$ cat config.mk
export PLATFORM = sky130hd
export DESIGN_NAME = ram2_arbiter
export DESIGN_NICKNAME = d
export VERILOG_FILES = /design/src/rtl/ram2_arbiter.sv
export SDC_FILE = /design/constraint.sdc
export NUM_CORES = 1
export LEC_CHECK = 0
export CORE_UTILIZATION = 39
export CTS_BUF_LIST = sky130_fd_sc_hd__clkbuf_4
export DETAILED_ROUTE_END_ITERATION = 10
export HOLD_SLACK_MARGIN = 0.02
export PLACE_DENSITY = 0.8
export SLEW_MARGIN = 20
export SYNTH_ARGS = -nofsm -noshare
export SYNTH_HDL_FRONTEND = slang
export SYNTH_SLANG_ARGS = --single-unit
$ cat constraint.sdc
create_clock -name clk -period 2.4 [get_ports clk]
set_clock_uncertainty 0.05 [all_clocks]
set_input_delay 0.48 -clock clk [delete_from_list [all_inputs] [get_ports clk]]
set_output_delay 0.48 -clock clk [all_outputs]
set_load 0.05 [all_outputs]
$ cat src/rtl/ram2_arbiter.sv
// Shares the single RAM2 port between instruction fetch and MEM-stage data
// accesses below 0x8000, stalling the pipeline while a data access owns the port.
module ram2_arbiter (
  input  logic        clk,
  input  logic        rst,
  input  logic        mem_req_i,
  input  logic        isread_mem_i,
  input  logic        iswrite_mem_i,
  input  logic [15:0] addr_mem_i,
  input  logic [15:0] data_mem_i,
  input  logic [15:0] addr_if_i,
  input  logic [15:0] ram2res_i,
  output logic        is_RAM2_mem_o,
  output logic [17:0] addr_mem_o,
  output logic [15:0] data_mem_o,
  output logic        isread_mem_o,
  output logic        iswrite_mem_o,
  output logic [15:0] addr_if_o,
  output logic [15:0] inst_o,
  output logic        inst_valid_o,
  output logic [15:0] load_data_o,
  output logic        mem_done_o,
  output logic        stall_o,
  output logic        err_o
);

  localparam logic [15:0] NOP_INSN   = 16'h0800;
  localparam logic [15:0] RAM2_LIMIT = 16'h8000;

  typedef enum logic [1:0] {IDLE, MEM, DONE} state_t;

  state_t      r_state;
  state_t      w_nextState;
  logic [15:0] r_addr;
  logic [15:0] r_data;
  logic        r_isread;
  logic        r_iswrite;
  logic [15:0] r_inst;
  logic        r_instValid;
  logic [15:0] r_loadData;
  logic        r_err;
  logic        w_oneFlag;
  logic        w_hit;
  logic        w_illegal;

  // Gating with rst keeps stall_o low while reset is held.
  assign w_oneFlag = isread_mem_i ^ iswrite_mem_i;
  assign w_hit     = rst & mem_req_i & (addr_mem_i < RAM2_LIMIT) & w_oneFlag;
  assign w_illegal = mem_req_i & ~w_oneFlag;

  always_ff @(posedge clk or negedge rst) begin
    if (!rst) r_state <= IDLE;
    else      r_state <= w_nextState;
  end

  always_comb begin
    w_nextState   = r_state;
    is_RAM2_mem_o = 1'b0;
    stall_o       = 1'b0;
    mem_done_o    = 1'b0;
    isread_mem_o  = 1'b0;
    iswrite_mem_o = 1'b0;
    case (r_state)
      IDLE: begin
        stall_o = w_hit;
        if (w_hit) w_nextState = MEM;
      end
      MEM: begin
        is_RAM2_mem_o = 1'b1;
        stall_o       = 1'b1;
        isread_mem_o  = r_isread;
        iswrite_mem_o = r_iswrite;
        w_nextState   = DONE;
      end
      DONE: begin
        mem_done_o  = 1'b1;
        w_nextState = IDLE;
      end
      default: w_nextState = IDLE;
    endcase
  end

  // Fetch data is captured every cycle except the one where the data access owns the port.
  always_ff @(posedge clk or negedge rst) begin
    if (!rst) begin
      r_addr      <= '0;
      r_data      <= '0;
      r_isread    <= 1'b0;
      r_iswrite   <= 1'b0;
      r_inst      <= NOP_INSN;
      r_instValid <= 1'b0;
      r_loadData  <= '0;
      r_err       <= 1'b0;
    end else begin
      r_err <= (r_state == IDLE) & w_illegal;
      if (r_state == IDLE && w_hit) begin
        r_addr    <= addr_mem_i;
        r_data    <= data_mem_i;
        r_isread  <= isread_mem_i;
        r_iswrite <= iswrite_mem_i;
      end
      if (r_state == MEM) begin
        r_inst      <= NOP_INSN;
        r_instValid <= 1'b0;
        if (r_isread) r_loadData <= ram2res_i;
      end else begin
        r_inst      <= ram2res_i;
        r_instValid <= 1'b1;
      end
    end
  end

  assign addr_mem_o   = {2'b00, r_addr};
  assign data_mem_o   = r_data;
  assign addr_if_o    = addr_if_i;
  assign inst_o       = r_inst;
  assign inst_valid_o = r_instValid;
  assign load_data_o  = r_loadData;
  assign err_o        = r_err;

endmodule
==> out/qor.json <==
{
  "die": {
    "site_row_count": 29,
    "core_region_area_sq_um": 6495,
    "start_util_pct": 41.46,
    "die-height_um": 85.09,
    "die_area_sq_um": 7240,
    "floorplan.io_pins": 158,
    "die_w_um": 85.09
  },
  "synth": {
    "post_syn_area_sq_um": 2693,
    "synth-edff-count": 0,
    "ys_seq_area_share_pct": 65.10,
    "synth-seq-cells": 70,
    "postSynthAreaPerCell_sq_um": 15.21,
    "synth.area.top_cells": "sky130_fd_sc_hd__dfrtp_1 64%, sky130_fd_sc_hd__mux2_2 20%, sky130_fd_sc_hd__buf_4 5.0%, sky130_fd_sc_hd__and2_1 3.5%, sky130_fd_sc_hd__buf_6 1.3%",
    "synth.top_cell.area_share_pct": 64.13,
    "synth_top_flop_cell": "sky130_fd_sc_hd__dfrtp_1",
    "post_synth_num_cell_types": 22,
    "number_of_standard_cells_after_synthesis": 177,
    "cell_accounting_for_the_most_synthesized_area": "sky130_fd_sc_hd__dfrtp_1",
    "async_flop_share_pct": 100.0,
    "yosys_warnings": 0
  },
  "layout": {
    "fin_nets": 364,
    "layout_cells_sized_above_1_pct": 26.33,
    "nFillCells": 485,
    "layout.area.seq_sq_um": 1753,
    "syn2layout_area_growth_pct": 51.72,
    "multi_input_area_sq_um": 754.5,
    "diode_insertion_count_for_antenna_repair": 0
  },
  "clocking": {
    "htree_num_levels": 3,
    "clock_insertion_delay_at_the_later_pin_of_the_skew_report_ps": 390,
    "clk_root_buffer_cell": "sky130_fd_sc_hd__clkbuf_4",
    "clock-sinks": 70,
    "cts-buffers-inserted": 9,
    "cts_max_path_buffers": 2,
    "clock_tree_from_tritoncts": "yes",
    "number_of_buffers_inserted_for_hold_repair_after_clock_tree_synthesis": 0,
    "clk_transition_reported_paths_ps": 120
  },
  "worst_setup_path": {
    "worstSetupPathType": "in2out",
    "reg2reg_setup_slack_ps": 790,
    "worst-endpoint-required_ps": 1870,
    "cp-start-kind": "primary input",
    "worst_setup_path_end_kind": "output port",
    "worst_ep_arrival_time_ps": 1820,
    "critical_path_peak_fanout": 3
  },
  "sta": {
    "timing.final.max_slew_violations": 0,
    "unrepaired_setup_endpoints_after_global_routing": "false",
    "finalSetupViolations": 0,
    "final_worst_path_period_share_pct": 98.00,
    "timing.slew.headroom_pct": 42.87,
    "finalWorstSetupSlack_ps": 48.09,
    "period_minus_slack_ps": 2352,
    "hold_viol_final": 0,
    "worst_hold_slack_ps": 232.4,
    "worst_slew_pin_slew_ps": 857.0,
    "max_clock_freq_mhz": 425.2
  },
  "placed_design": {
    "finalWeightedCongestion": 0.7141,
    "buffer_ports.inserted": 123,
    "post-place-ws_ps": -81.41,
    "estimated_wirelength_of_the_detail_placed_design_mm": 3.894
  },
  "power_and_ir_drop": {
    "clock_power_share_pct": 16.4,
    "power.leakage_nw": 1.766,
    "power.density_nw_per_um2": 1081,
    "power_frac_comb_pct": 47.1,
    "vdd.ir_drop.worst_mv": 0.6070,
    "intPower_w": 0.002581,
    "totalPowerFinal_w": 0.004416,
    "power.share.sequential_pct": 36.5,
    "swShare_pct": 41.55,
    "total_switching_power_w": 0.001835
  },
  "drt": {
    "drc": 0,
    "drtPass1Iterations": 4,
    "avgRoutedWirePerCell_um": 14.54,
    "route.vias.total": 1734,
    "initialDrtViolationCount": 47,
    "detail_route.wirelength_mm": 5.480,
    "route.antenna.remaining_nets": 0,
    "vias_per_cell": 4.599
  },
  "global_route": {
    "grt_pass1_vias": 1901,
    "grt_usage_pct": 16.46,
    "grt_first_pass_wirelength_mm": 9.073,
    "antenna_found_initial": 0,
    "largest_net_degree_at_the_start_of_global_routing": 71,
    "grt_overflow_total": 0
  },
  "min_path": {
    "worst_hold_path_type": "in2async"
  },
  "flow_run": {
    "drv.max_cap_violation_count": 0
  },
  "status": {
    "run_status": "complete, no violations"
  }
}
## through the flow
step                cell area (sq um)  instances  TNS, ps  utilization, %
global placement                 3943        361   -77.45           60.70
finish                           4085        377        0           62.90
floorplan                        2696        178        0               -
CTS                              4085        377        0           62.90
detailed placement               3943        361   -81.41           60.70
global route                     4085        377        0           62.90
## final timing paths
kind,endpoint,startpoint,depth (start not counted)
min in group clk,r_addr[11],r_addr[11],1
max in group asynchronous,load_data_o[15],rst,2
min,r_addr[4],rst,2
max,stall_o,iswrite_mem_i,5
min reg2reg,r_addr[11],r_addr[11],1
max reg2reg,r_addr[13],r_state[0],4
## placed cells by master, fill, tap and decap left out, drive strengths merged
cell type,n
buf,12
nor2b,1
nor4b,1
mux2i,1
mux2,48
dfrtp,69
and3,1
nor2,2
conb,2
dlygate4sd2,1
a21oi,1
clkinv,4
clkbuf,11
dfstp,1
nand2b,2
inv,5
and2,15
bufinv,1
or3,1
nand2,2
and2b,1
clkdlybuf4s50,117
xnor2,1
## sequential cells by signal, summed over array words and instances, names as in the netlist
register	flops
inst_o	16
r_state	2
r_isread	1
r_addr	16
err_o	1
load_data_o	16
data_mem_o	16
inst_valid_o	1
r_iswrite	1
## cell usage after synthesis, types with 2 or more instances
cell and n:
sky130_fd_sc_hd__and2_1 15, sky130_fd_sc_hd__nand2b_1 2, sky130_fd_sc_hd__clkbuf_1 2, sky130_fd_sc_hd__nand2_1 2, sky130_fd_sc_hd__nor2_1 2, sky130_fd_sc_hd__buf_6 3
sky130_fd_sc_hd__mux2_2 47, sky130_fd_sc_hd__dfrtp_1 69, sky130_fd_sc_hd__buf_4 18, sky130_fd_sc_hd__inv_1 5
## layout make-up
cell class,instances,share of cell area [%]
clock buffers,11,2.021
repair buffers,130,32.56
well taps,77,2.358
inverters,5,0.4594
flip-flops and latches,70,42.91
clock inverters,5,1.225
multi-input cells,79,18.47
## power groups by stage
stage / registers [W] / logic, W / clock network [W]
finish: 0.00161 / 0.00208 / 0.000725
detailed placement: 0.00164 / 0.00209 / 0
global route: 0.00165 / 0.00215 / 0.000817
floorplan: 0.00265 / 0.000370 / 0
CTS: 0.00161 / 0.00210 / 0.000758
global placement: 0.00162 / 0.00208 / 0
## logic make-up (layout without fill, tap and decap cells)
group,after synthesis,after routing,share of synthesized area [%]
mux,49,49,20.45
simple gates,26,26,6.367
other cells,1,2,0.1393
flops,70,70,65.10
buf+inv,29,151,7.435
compound gates,1,1,0.1857
xor+xnor,1,1,0.3253
## repair_timing
action / CTS / global route
setup endpoints to repair: 1 / 0
resized for setup: 3 / 0
setup buffers: 0 / 0
## worst max-delay path, cell delays in order
cell	delay, ps
sky130_fd_sc_hd__clkdlybuf4s50_1	450
sky130_fd_sc_hd__xnor2_2	180
sky130_fd_sc_hd__or3_1	370
sky130_fd_sc_hd__a21oi_2	190
sky130_fd_sc_hd__buf_12	150
## per-layer routing
layer	part of all wire, %	global-route usage [%]	up-vias
li1	-	-	805
met1	40	19.09	847
met2	51	27.42	69
met3	7.1	5.545	13
met4	2.5	8.012	0
met5	0	0	-
(Power assumes the default switching activity.)
==> RTL edit: new RTL, same settings <==
The 3 states of `state_t` get a one-hot encoding in 3 bits.
--- a/src/rtl/ram2_arbiter.sv
+++ b/src/rtl/ram2_arbiter.sv
@@ -27,7 +27,7 @@
   localparam logic [15:0] NOP_INSN   = 16'h0800;
   localparam logic [15:0] RAM2_LIMIT = 16'h8000;
 
-  typedef enum logic [1:0] {IDLE, MEM, DONE} state_t;
+  typedef enum logic [2:0] {IDLE = 3'b001, MEM = 3'b010, DONE = 3'b100} state_t;
 
   state_t      r_state;
   state_t      w_nextState;
Function: same outputs for any inputs over 10 cycles, from zero or initial values and one cycle with rst low; not proved beyond that.
==> RTL edit against the original RTL <==
The run now ends with setup timing left; sequential cell count rose by 1; setup slack got worse by 0.053 ns; critical endpoint unchanged; largest power group is now sequential cells; sequential share of layout area fell by 1.9 points; cell area rose by 6.3%; worst hold slack improved by 0.012 ns; area after synthesis rose by 7.5%; total power fell by 22%; routed wire length rose by 12%.
==> RTL edit: results (changes against the original RTL) <==
stage	metric	value	unit	change
run_status	outcome	complete, but fails checks		
run_status	violations	setup timing		
critical_path	slowest_delay	0.54	ns	+0.09 ns
place	dp.final_hpwl	4.393	mm	+13%
sta	tightest_slew	0.8737	ns	+0.01673 ns
place	dpl_worst_slack	-0.3166	ns	-0.2351 ns
grt	grt_max_degree	73		+2.8%
sta	setup_violations	1		+1
power_and_ir_drop	ir_drop	0.4115	mV	-32%
layout	seq_cell_count	71		+1.4%
critical_path	r2r-end	data_mem_o[0]		
layout	fillCellCount	622		+28%
drt	dr_total_vias	1868		+7.7%
cts	cts_resized	8		+5
grt	grt_usage	16.85	%	+0.39 points
layout	buf_share	32.19	%	-0.37 points
layout	nNonClkInverters	4		-1
critical_path	crit_start	mem_req_i		
logic_synthesis	synth_cell_types	25		+14%
critical_path	reg2regPathDepth	5		+1
critical_path	slowest_stage	or4b_4		
grt	globalRouteMet1Util	21.34	%	+2.2 points
critical_path	worstPathArrival	1.87	ns	+0.05 ns
sta	layout_setup_ws	-0.004738	ns	-0.05283 ns
drt	wl_met1	2.578	mm	+18%
drt	dr_wl_met2	2.798	mm	+0.94%
layout	final_layout_size_suffix_gt1_share	28.43	%	+2.1 points
sta	setup_tns	-0.004738	ns	-0.004738 ns
layout	clock_cell_area_share	3.026	%	-0.22 points
drt	met3_length	647	um	+67%
place	gp_congestion	0.6372		-11%
layout	final_net_count	377		+3.6%
-- RTL edit: metrics by stage --
step / cells / area, um^2 / power (mW)
after floorplan: 184 / 2899 / 2.327
after global placement: 391 / 4163 / 2.708
after detailed placement: 391 / 4163 / 2.726
after CTS: 412 / 4342 / 3.481
after global routing: 412 / 4342 / 3.587
final: 412 / 4342 / 3.427
-- RTL edit: where the power goes --
group | internal (mW) | switching [mW] | total, mW
Clock | 0.309 | 0.413 | 0.722
Sequential | 1.35 | 0.0820 | 1.44
Combinational | 0.531 | 0.738 | 1.27
-- RTL edit: logic make-up after synthesis --
| logic type | after synthesis | share of synthesized area [%] |
|---|---|---|
| DFF | 71 | 61.45 |
| muxes | 47 | 21.65 |
| buffers and inverters | 30 | 8.254 |
| and+or+nand+nor | 29 | 7.045 |
| AOI/OAI and AO/OA | 4 | 1.167 |
| xor gates and xnor gates | 1 | 0.3026 |
| other | 1 | 0.1295 |
